--- config.mk ---
export PLATFORM = sky130hd
export DESIGN_NAME = dmem_arbiter
export DESIGN_NICKNAME = d
export VERILOG_FILES = /design/src/rtl/dmem_arbiter.sv
export SDC_FILE = /design/constraint.sdc
export NUM_CORES = 1
export LEC_CHECK = 0
export CORE_AREA = 2 2 89 91
export DETAILED_ROUTE_END_ITERATION = 10
export DIE_AREA = 0 0 91 93
export DONT_BUFFER_PORTS = 1
export PLACE_DENSITY = 0.76
export SETUP_SLACK_MARGIN = 0.4
export SLEW_MARGIN = 30
export SYNTH_ARGS = -nofsm -noshare
export SYNTH_HDL_FRONTEND = slang
export SYNTH_SLANG_ARGS = --single-unit
--- constraint.sdc ---
create_clock -name clk -period 1.74 [get_ports clk]
set_clock_uncertainty 0.2 [all_clocks]
set_input_delay 0.348 -clock clk [delete_from_list [all_inputs] [get_ports clk]]
set_output_delay 0.348 -clock clk [all_outputs]
set_load 0.01 [all_outputs]
--- src/rtl/dmem_arbiter.sv ---
// Round-robin two-port arbiter and sequencer for the single-port data memory.
// One transaction at a time: IDLE (grant) -> ACCESS (memory cycle) -> RESP (held).
module dmem_arbiter #(
    parameter int DM_ADDRESS = 9,
    parameter int DATA_W     = 32
) (
    input  logic                  clk,
    input  logic                  reset,
    input  logic                  req0_valid,
    input  logic                  req0_we,
    input  logic [DM_ADDRESS-1:0] req0_addr,
    input  logic [DATA_W-1:0]     req0_wdata,
    output logic                  req0_ready,
    output logic                  rsp0_valid,
    output logic [DATA_W-1:0]     rsp0_rdata,
    input  logic                  rsp0_ready,
    input  logic                  req1_valid,
    input  logic                  req1_we,
    input  logic [DM_ADDRESS-1:0] req1_addr,
    input  logic [DATA_W-1:0]     req1_wdata,
    output logic                  req1_ready,
    output logic                  rsp1_valid,
    output logic [DATA_W-1:0]     rsp1_rdata,
    input  logic                  rsp1_ready,
    output logic                  mem_read,
    output logic                  mem_write,
    output logic [DM_ADDRESS-1:0] mem_a,
    output logic [DATA_W-1:0]     mem_wd,
    input  logic [DATA_W-1:0]     mem_rd
);

    typedef enum logic [1:0] {
        IDLE   = 2'd0,
        ACCESS = 2'd1,
        RESP   = 2'd2
    } state_e;

    state_e                state_q, state_d;
    logic                  ptr_q, ptr_d;
    logic [DM_ADDRESS-1:0] addr_q, addr_d;
    logic                  we_q, we_d;
    logic [DATA_W-1:0]     wdata_q, wdata_d;
    logic                  id_q, id_d;
    logic [DATA_W-1:0]     rdata_q, rdata_d;

    logic gnt_vld;
    logic gnt_id;

    // Pick the requester: a lone valid wins, a tie goes to the pointer.
    always_comb begin
        gnt_vld = req0_valid | req1_valid;
        gnt_id  = req1_valid & (~req0_valid | ptr_q);
    end

    // Next-state, capture and output decode for the transaction sequencer.
    always_comb begin
        state_d    = state_q;
        ptr_d      = ptr_q;
        addr_d     = addr_q;
        we_d       = we_q;
        wdata_d    = wdata_q;
        id_d       = id_q;
        rdata_d    = rdata_q;
        req0_ready = 1'b0;
        req1_ready = 1'b0;
        rsp0_valid = 1'b0;
        rsp1_valid = 1'b0;
        rsp0_rdata = '0;
        rsp1_rdata = '0;
        mem_read   = 1'b0;
        mem_write  = 1'b0;
        mem_a      = '0;
        mem_wd     = '0;

        unique case (state_q)
            IDLE: begin
                req0_ready = gnt_vld & ~gnt_id;
                req1_ready = gnt_vld & gnt_id;
                if (gnt_vld) begin
                    state_d = ACCESS;
                    id_d    = gnt_id;
                    addr_d  = gnt_id ? req1_addr  : req0_addr;
                    we_d    = gnt_id ? req1_we    : req0_we;
                    wdata_d = gnt_id ? req1_wdata : req0_wdata;
                end
            end
            ACCESS: begin
                mem_a     = addr_q;
                mem_wd    = wdata_q;
                mem_write = we_q;
                mem_read  = ~we_q;
                rdata_d   = we_q ? '0 : mem_rd;
                ptr_d     = ~id_q;
                state_d   = RESP;
            end
            RESP: begin
                rsp0_valid = ~id_q;
                rsp1_valid = id_q;
                rsp0_rdata = id_q ? '0 : rdata_q;
                rsp1_rdata = id_q ? rdata_q : '0;
                if (id_q ? rsp1_ready : rsp0_ready) begin
                    state_d = IDLE;
                end
            end
            default: begin
                state_d = IDLE;
            end
        endcase

        // A memory cycle overlapping reset must not touch the array.
        if (reset) begin
            mem_read   = 1'b0;
            mem_write  = 1'b0;
            req0_ready = 1'b0;
            req1_ready = 1'b0;
        end
    end

    // State and captured-transaction registers with synchronous reset.
    always_ff @(posedge clk) begin
        if (reset) begin
            state_q <= IDLE;
            ptr_q   <= 1'b0;
            addr_q  <= '0;
            we_q    <= 1'b0;
            wdata_q <= '0;
            id_q    <= 1'b0;
            rdata_q <= '0;
        end else begin
            state_q <= state_d;
            ptr_q   <= ptr_d;
            addr_q  <= addr_d;
            we_q    <= we_d;
            wdata_q <= wdata_d;
            id_q    <= id_d;
            rdata_q <= rdata_d;
        end
    end

endmodule

==> results of run 1 <==
==> synthesized netlist by cell type (all sizes together) <==
cell	number	share of area, %
clkbuf	33	3.2
mux2i	1	0.26
and3b	1	0.23
a21boi	1	0.29
nand2	3	0.29
nand3	43	5.5
inv	1	0.096
nor3	2	0.39
a311oi	24	5.4
a31oi	18	2.9
buf	19	2.7
nor3b	2	0.39
dfxtp	78	40
nor2b	1	0.23
nand4	18	2.9
nand3b	2	0.39
nor2	6	0.71
nand2b	3	0.48
or2	2	0.32
a21oi	28	3.6
and2b	1	0.19
and2	105	17
o21ai	43	5.5
a22o	31	7.0
==> registers in the layout, indices dropped and copies added, names as in the netlist <==
signal	count
addr_q	9
rdata_q	32
we_q	1
wdata_q	32
id_q	1
state_q	2
ptr_q	1
==> critical path, cell delays in order (launching register included) <==
cell       delay (ns)
dfxtp_4          0.37
and3b_2          0.38
clkbuf_16        0.20
and2_4           0.16
==> worst max path at each step <==
| stage | start | cells after the start | endpoint |
|---|---|---|---|
| final | state_q[0]$_SDFFE_PP0P_ | 3 | rsp1_rdata[22] |
| after global routing | state_q[0]$_SDFFE_PP0P_ | 3 | rsp1_rdata[22] |
| after CTS | state_q[1]$_SDFFE_PP0P_ | 4 | rsp0_rdata[29] |
| after detailed placement | state_q[0]$_SDFFE_PP0P_ | 3 | mem_wd[24] |
| after global placement | state_q[0]$_SDFFE_PP0P_ | 3 | mem_wd[31] |
| after floorplan | req1_valid | 5 | req0_ready |
==> cell type report <==
cell class,count,area share (%)
clock inverters,6,1.01
flip-flops and latches,78,26.1
clock buffers,10,2.11
repair buffers,107,24.5
multi-input cells,336,44.1
inverters,1,0.0621
well taps,102,2.11
==> timing repair <==
item,CTS,global route
setup endpoints to repair,187,188
resized for setup,79,30
pin swaps,52,28
buffers inserted,32,7
endpoints found under the hold margin,78,47
cloned,15,5
==> metal layers <==
metal  track usage [%]  part of all wire [%]  vias up
met5                 0                     0        -
met4              11.4                   3.0        0
met3              8.62                   9.2       39
met2              59.0                    52      251
met1              36.3                    36     2020
li1                  -                     -     1833
==> cell families after synthesis <==
logic type,synth area share [%]
mux,0.257
flops,40.1
compound gates,24.7
simple gates,28.9
buf+inv,5.98
==> through the flow <==
step | power, mW | TNS, ns
floorplan | 2.86 | 0
global placement | 2.92 | 0
detailed placement | 2.95 | 0
CTS | 4.83 | -19.11
global route | 5.19 | -31.77
finish | 4.99 | -24.42
==> report_power, final <==
group | switching (mW) | internal [mW] | leakage, nW
combinational | 0.670 | 0.873 | 1.59
sequential | 0.148 | 1.96 | 0.644
clock | 0.689 | 0.660 | 0.0926
==> metrics.md, run 1 <==
| Metric | Value |
|---|---|
| Initial DRT Pass Iterations | `5` |
| Post-Route WL | `about 15000 µm` |
| Die H | `93 µm` |
| Min Hold Slack | `-0.119 ns` |
| Place WS | `0.0408 ns` |
| Synthesis-stage register bit count | `78` |
| # IOs | `233` |
| Most frequent cells in the layout | `and2_4, dfxtp_1, nand3_1` |
| DR vias/cell | `between 6 and 7` |
| Register area share after synthesis | `40.1%` |
| GP Congestion | `approximately 0.78` |
| CP max FO | `8` |
| Arr. time, crit path | `1.46 ns` |
| Post-DP Area | `0.00441 mm²` |
| Die ar. | `between 0.008 and 0.009 mm²` |
| GRT Total Usage | `32.3%` |
| Num CTS Buffers | `9` |
| FF-to-FF setup slack | `-0.10 ns` |
| HP Class | `input port to flop` |
| Initial antenna violation count | `0` |
| Worst Setup End Kind | `primary output` |
| CTS hold repair buffers | `31` |
| Largest net degree at the start of global routing | `54` |
| Dpl cells | `approximately 530` |
| Most common cell after layout, fill and taps aside | `and2_4` |
| Worst-Skew Late Latency | `0.35 ns` |
| Fillers | `between 400 and 500` |
| Via count | `between 4000 and 5000` |
| RSZ-0062 raised after global routing | `yes` |
| Fin util | `between 80% and 90%` |
| Cells after synthesis | `466` |
| Max frequency | `roughly 0.5 GHz` |
| Max-slew headroom | `approximately 50%` |
| Post-Syn Nets | `588` |
| Failing checks | `negative hold slack, negative setup slack` |
| Num Clock Sinks | `78` |
| # rows | `32` |
| VDD IR max | `~530 µV` |
| DP HPWL | `between 7000 and 8000 µm` |
| Clock Pin Slew Worst Setup and Hold Paths | `~0.08 ns` |
| Crit Reg-Reg Endpoint | `wdata_q[14]$_SDFFE_PP0P_` |
| CP Launch Type | `flop` |
| Register area | `0.00157 mm²` |
| Crit path time final | `2.00 ns` |
| Synthesized area | `about 0.0039 mm²` |
| Final setup viols | `around 140` |
| Yosys cell types | `27` |
| Max Cap Viol | `0` |
| Root Driver | `clkbuf_8` |
| Core area | `~0.0075 mm²` |
| First-pass GRT wire length | `~22000 µm` |
| GRT overflow | `0` |
| Leakage | `around 2.3 nW` |
| Remaining antenna violation count | `0` |
| Final Net Count | `between 600 and 700` |
| Multi-input logic area | `about 0.0027 mm²` |
| Die width | `91 µm` |
| Worst setup margin | `-0.265 ns` |
| Final period utilization | `115%` |
| Clock Path Buffers | `2` |
| Hold worst-path end | `wdata_q[20]$_SDFFE_PP0P_` |
| Antenna diodes | `0` |
| RR Startpoint | `state_q[1]$_SDFFE_PP0P_` |
| Avg Inst Size Synth | `8.35 µm²` |
| H-tree levels | `3` |
| Critical path type | `flop to primary output` |
| Vias in the first global route | `roughly 4000` |
| Initial cell density of the core | `around half` |
| Area Growth Syn to Fin | `55.3%` |
| Share of layout cells above drive strength 1 | `between 40% and 50%` |
| Post-route cell area | `just over 0.006 mm²` |
| Hold Startpoint | `reset` |
| DRT iter0 DRCs | `roughly 190` |
| Status | `finished, violations left` |
| Final Non-Filler Cells | `640` |
| PwrDens | `between 800 and 900 mW/mm²` |
| CP required | `approximately 1.2 ns` |
| DRC errors left | `0` |
| Worst Tran Pin Value | `roughly 0.77 ns` |
| CTS tree | `built` |
| # port buffers | `0` |
| Register-to-Register Path Depth | `10` |
| Hold depth | `1` |
| Final hold vios | `between 40 and 50` |
| Slew Limit Fails | `0` |
| Ys Warns | `0` |
| Wire per inst | `23.6 µm` |
No activity file was read; power rests on OpenSTA's default activity.
==> run 2: changes to the inputs <==
PLACE_DENSITY = 0.67   (was 0.76)
REMOVE_ABC_BUFFERS = 1   (was default)
==> run 2 against run 1 <==
Compared with the run above:
- the run still ends with negative hold slack, negative setup slack left
- die area stayed put
- power is 11% lower
- clock-buffer cell count is the same
- via count is 5.2% lower
- sequential share of layout area up 2.2 points
- first-iteration DRC count shrank 7.3%
- highest routed layer unchanged
- wire length decreased by 9.4%
- combinational power shrank 19%
- global-route usage is 5.2 points lower
- fmax down 1.3%
==> metrics.md, run 2 (synthesized netlist as in run 1, its figures left out) <==
| Metric | Value |
|---|---|
| Critical path type | `flop to primary output (unchanged)` |
| GRT overflow | `0 (unchanged)` |
| Worst Setup End Kind | `primary output (unchanged)` |
| CTS hold repair buffers | `31 (unchanged)` |
| Initial DRT Pass Iterations | `5 (unchanged)` |
| Fin util | `73.5% (was 80.3%)` |
| # port buffers | `0 (unchanged)` |
| Post-Route Setup TNS | `-30.32 ns (was -24.42 ns)` |
| Area Growth Syn to Fin | `42.2% (was 55.3%)` |
| Hold depth | `1 (unchanged)` |
| GP Congestion | `0.751 (was 0.783)` |
| Share of layout cells above drive strength 1 | `37.6% (was 48.3%)` |
| Dpl cells | `539 (was 534)` |
| Wire per inst | `22.4 µm (was 23.6 µm)` |
| Final setup viols | `151 (was 136)` |
| Hold Startpoint | `reset (unchanged)` |
| Slew Limit Fails | `0 (unchanged)` |
| FF-to-FF setup slack | `-0.15 ns (was -0.10 ns)` |
| VDD IR max | `485 µV (was 534 µV)` |
| # rows | `32 (unchanged)` |
| Root Driver | `clkbuf_8 (unchanged)` |
| Register area | `0.00157 mm² (about the same)` |
| Max frequency | `0.492 GHz (was 0.499 GHz)` |
| DRC errors left | `0 (unchanged)` |
| Failing checks | `negative hold slack, negative setup slack (unchanged)` |
| Initial cell density of the core | `51.7% (unchanged)` |
| CTS tree | `built (unchanged)` |
| Crit Reg-Reg Endpoint | `wdata_q[5]$_SDFFE_PP0P_ (was wdata_q[14]$_SDFFE_PP0P_)` |
| GRT Total Usage | `27.2% (was 32.3%)` |
| Total Power | `4.45 mW (was 4.99 mW)` |
| Leakage | `2.05 nW (was 2.33 nW)` |
| Crit path time final | `2.03 ns (was 2.00 ns)` |
| DRT iter0 DRCs | `178 (was 192)` |
| DR vias/cell | `6.42 (was 6.47)` |
| Clock Path Buffers | `2 (unchanged)` |
| Multi-input logic area | `0.00259 mm² (was 0.00267 mm²)` |
| Most frequent cells in the layout | `dfxtp_1, and2_4, and2_1 (was and2_4, dfxtp_1, nand3_1)` |
| HP Class | `input port to flop (unchanged)` |
| Num Clock Sinks | `78 (unchanged)` |
| RSZ-0062 raised after global routing | `yes (unchanged)` |
| Initial antenna violation count | `0 (unchanged)` |
| Post-Route WL | `13700 µm (was 15100 µm)` |
| Final Non-Filler Cells | `612 (was 640)` |
| Vias in the first global route | `3512 (was 3989)` |
| Clock Pin Slew Worst Setup and Hold Paths | `0.08 ns (about the same)` |
| Die H | `93 µm (unchanged)` |
| Core area | `0.00753 mm² (unchanged)` |
| Most common cell after layout, fill and taps aside | `dfxtp_1 (was and2_4)` |
| First-pass GRT wire length | `18700 µm (was 21600 µm)` |
| Status | `finished, violations left (unchanged)` |
| Die ar. | `0.00846 mm² (unchanged)` |
| Max-slew headroom | `38.7% (was 48.6%)` |
| # IOs | `233 (unchanged)` |
| PwrDens | `804 mW/mm² (was 827 mW/mm²)` |
| Hold worst-path end | `state_q[0]$_SDFFE_PP0P_ (was wdata_q[20]$_SDFFE_PP0P_)` |
| Top Registers | `rdata_q x32, wdata_q x32, addr_q x9 (unchanged)` |
| Min Hold Slack | `-0.124 ns (was -0.119 ns)` |
| Arr. time, crit path | `1.48 ns (was 1.46 ns)` |
| Antenna diodes | `0 (unchanged)` |
| Via count | `3926 (was 4143)` |
| RR Startpoint | `state_q[1]$_SDFFE_PP0P_ (unchanged)` |
| Largest net degree at the start of global routing | `53 (was 54)` |
| DP HPWL | `7250 µm (was 7690 µm)` |
| H-tree levels | `3 (unchanged)` |
| Final period utilization | `117% (was 115%)` |
| Worst setup margin | `-0.291 ns (was -0.265 ns)` |
| Worst Tran Pin Value | `0.920 ns (was 0.770 ns)` |
| CP Launch Type | `flop (unchanged)` |
| Die width | `91 µm (unchanged)` |
| Fillers | `506 (was 458)` |
| Final Net Count | `630 (was 655)` |
| CP required | `1.19 ns (about the same)` |
| Remaining antenna violation count | `0 (unchanged)` |
| Register-to-Register Path Depth | `10 (unchanged)` |
| CP max FO | `7 (was 8)` |
| Worst-Skew Late Latency | `0.34 ns (was 0.35 ns)` |
| Max Cap Viol | `0 (unchanged)` |
| Final hold vios | `47 (unchanged)` |
| Num CTS Buffers | `9 (unchanged)` |
run 2: per-layer routing:
metal	track usage (%)	up-vias	share of wire [%]
met2	45.9	217	50
met1	34.0	1906	39
met5	0	-	0
met3	7.82	19	8.8
li1	-	1784	-
met4	7.58	0	1.6
run 2: area by class of cell:
| class | count | area share (%) |
|---|---|---|
| Clock buffer | 10 | 2.31 |
| Clock inverter | 3 | 0.271 |
| Inverter | 1 | 0.0678 |
| Multi-Input combinational cell | 336 | 46.9 |
| Sequential cell | 78 | 28.3 |
| Tap cell | 102 | 2.31 |
| Timing Repair Buffer | 82 | 19.9 |
run 2: worst max-delay path: stages (launching register included):
cell and delay [ns]:
dfxtp_2 0.33, buf_6 0.11, nand2b_2 0.21, nor3_4 0.30, buf_6 0.19
run 2: worst max-delay path by stage:
stage                            start                        to  depth (start not counted)
6_report       state_q[1]$_SDFFE_PP0P_                  mem_read                          4
5_1_grt        state_q[1]$_SDFFE_PP0P_             rsp0_rdata[7]                          5
4_1_cts        state_q[0]$_SDFFE_PP0P_            rsp0_rdata[18]                          5
3_5_place_dp   state_q[0]$_SDFFE_PP0P_                mem_wd[18]                          3
3_3_place_gp   state_q[0]$_SDFFE_PP0P_  rdata_q[30]$_SDFFE_PP0N_                          3
2_1_floorplan  state_q[1]$_SDFFE_PP0P_             rsp0_rdata[0]                          2
run 2: where the power goes:
| group | total (mW) | switching [mW] | internal, mW |
|---|---|---|---|
| combinational | 1.25 | 0.601 | 0.650 |
| sequential | 2.08 | 0.125 | 1.96 |
| clock | 1.11 | 0.626 | 0.489 |
run 2: repair_timing:
action                                 in CTS  in global routing
setup buffers                               7                  7
resized for setup                          94                 77
setup endpoints to repair                 188                187
pin swaps                                  37                 58
endpoints found under the hold margin      78                 47
cloned                                      3                 12
run 2: per-stage QoR:
| step | instance area [µm²] | setup slack [ns] |
|---|---|---|
| after floorplan | 3660 | -0.920 |
| final | 5530 | -0.291 |
| after detailed placement | 4020 | 0.0253 |
| after global placement | 4020 | -0.0772 |
| after CTS | 4890 | -0.269 |
| after global routing | 5530 | -0.342 |
==> edit (flow settings as in run 1) <==
`DATA_W`: 32 -> 28.
--- a/src/rtl/dmem_arbiter.sv
+++ b/src/rtl/dmem_arbiter.sv
@@ -2,7 +2,7 @@
 // One transaction at a time: IDLE (grant) -> ACCESS (memory cycle) -> RESP (held).
 module dmem_arbiter #(
     parameter int DM_ADDRESS = 9,
-    parameter int DATA_W     = 32
+    parameter int DATA_W     = 28
 ) (
     input  logic                  clk,
     input  logic                  reset,
Ports: changed (6 resized); port bits go from 233 to 209. No check against the original RTL was run, so the function may have changed too.
==> edit against run 1 <==
- the flow still finishes with violations (hold timing, setup timing)
- worst setup slack improved by 24 ps
- sequential cell count fell by 8
- utilization fell by 10 points
- final area fell by 13%
- power fell by 7.0%
- synthesized area fell by 4.8%
- routed wire length fell by 17%
- highest routed layer unchanged
- global-route usage fell by 6.2 points
- largest power group unchanged
==> edit: results (changes against run 1) <==
[outcome]
status=finished, violations left  ; unchanged
violations=hold timing, setup timing  ; unchanged

[logic_synthesis]
synthDistinctLibCells=30  ; was 27
synthArstFlopShare_pct=0  ; unchanged
synth_common_cells=and2_1 (93), dfxtp_1 (70), nand3_1 (39), o21ai_1 (39), a21oi_1 (32)  ; was and2_1 (105), dfxtp_1 (78), nand3_1 (43), o21ai_0 (43), clkbuf_1 (33)
syn_inst=435  ; was 466
synth.area.top_cells=dfxtp_1 (38%), and2_1 (16%), a311oi_2 (5.7%), nand3_1 (5.3%), o21ai_1 (5.3%)  ; was dfxtp_1 (40%), and2_1 (17%), a22o_1 (7.0%), nand3_1 (5.5%), o21ai_0 (5.5%)
syn_nets=545  ; was 588
yosysWarnings=0  ; unchanged
yosysSeqAreaShare_pct=37.8  ; was 40.1%

[timing]
setup_viol=128  ; was 136
fin_ws_ps=-241  ; was -265 ps
fin_hold_ws_ps=-110  ; was -119 ps
hold_viol=49  ; was 47
tightest_slew_ps=514  ; was 770 ps
finalSetupTns_ps=-20540  ; was -24,420 ps

[clock_tree]
cts_setup_buffers=16  ; was 32
h-tree-depth=3  ; unchanged
clk_latency_ps=330  ; was 350 ps
clockBufferDepth=2  ; unchanged
ctsResizeCount=27  ; was 79
cts_hold_buf=21  ; was 31
root_buffer=clkbuf_8  ; unchanged
numCtsBuffers=9  ; unchanged

[pwr]
swShare_pct=28.5  ; was 30.2%
p_leak_uw=0.00198  ; was 0.00233 uW
ir_drop_mv=0.570  ; was 0.534 mV

[layout]
fillers=547  ; was 458
reg_top3=rdata_q x28, wdata_q x28, addr_q x9  ; was rdata_q x32, wdata_q x32, addr_q x9
instances_no_fill=578  ; was 640
insertedDiodeCount=0  ; unchanged
drive_gt1_share_pct=45.0  ; was 48.3%
multiInputGateArea_um2=2450  ; was 2670 um2

[placed_design]
place.gp.congestion=0.713  ; was 0.783
dpl.hpwl_mm=7.05  ; was 7.69 mm
port_buffers=0  ; unchanged
placed_area_um2=4130  ; was 4410 um2
dp_cells=505  ; was 534
pre_cts_ws_ps=62.9  ; was 40.8 ps

[setup_path]
path_delay_family=flip-flops  ; was simple AND/OR/NAND/NOR gates
endpoint=rsp0_rdata[11]  ; was rsp1_rdata[22]
cpMaxStageDelayCell=dfxtp_4  ; was and3b_2
cp-startpoint=state_q[1]  ; was state_q[0]
path_max_fanout=13  ; was 8
r2r_cells=9  ; was 10
max_stage_delay_ps=390
rr_endpoint=addr_q[3]  ; was wdata_q[14]
critical_path_arrival_ps=1430  ; was 1460 ps

[min_path]
min_to=state_q[1]  ; was wdata_q[20]
min_path_type=input port to register  ; unchanged
hold_depth=1  ; unchanged
hold_path_startpoint=reset  ; unchanged

[route]
drtIter0Drc=141  ; was 192
vias=3614  ; was 4,143
drt_wl_total_mm=12.5  ; was 15.1 mm

[global_route]
grt_pass1_vias=3404  ; was 3,989
grt_max_degree=56  ; was 54
grt_first_pass_wirelength_mm=17.7  ; was 21.6 mm
antenna_found_initial=0  ; unchanged
track_usage_pct=26.1  ; was 32.3%

[edit: kinds of logic after synthesis]
family | share of synthesized area [%]
buffers and inverters | 7.09
DFF | 37.8
muxes | 0.270
and+or+nand+nor | 29.5
AOI/OAI and AO/OA | 25.3
[edit: per-layer routing]
| metal | share of wire [%] | GRT usage, % |
|---|---|---|
| met3 | 8.4 | 7.25 |
| met4 | 1.8 | 9.09 |
| met2 | 51 | 45.3 |
| met5 | 0 | 0 |
| met1 | 39 | 31.1 |
[edit: area by class of cell]
cell class	count	area share [%]
Clock buffer	11	2.87
Clock inverter	5	1.54
Inverter	1	0.0712
Multi-Input combinational cell	316	46.4
Sequential cell	70	26.9
Tap cell	102	2.42
Timing Repair Buffer	73	19.8
[edit: power groups by stage]
stage          Clock [uW]  Combinational [uW]  Sequential [uW]
5_1_grt              1620                1330             1890
6_report             1520                1250             1880
3_5_place_dp            0                 823             1900
2_1_floorplan           0                 761             1870
3_3_place_gp            0                 803             1900
4_1_cts              1540                1090             1870
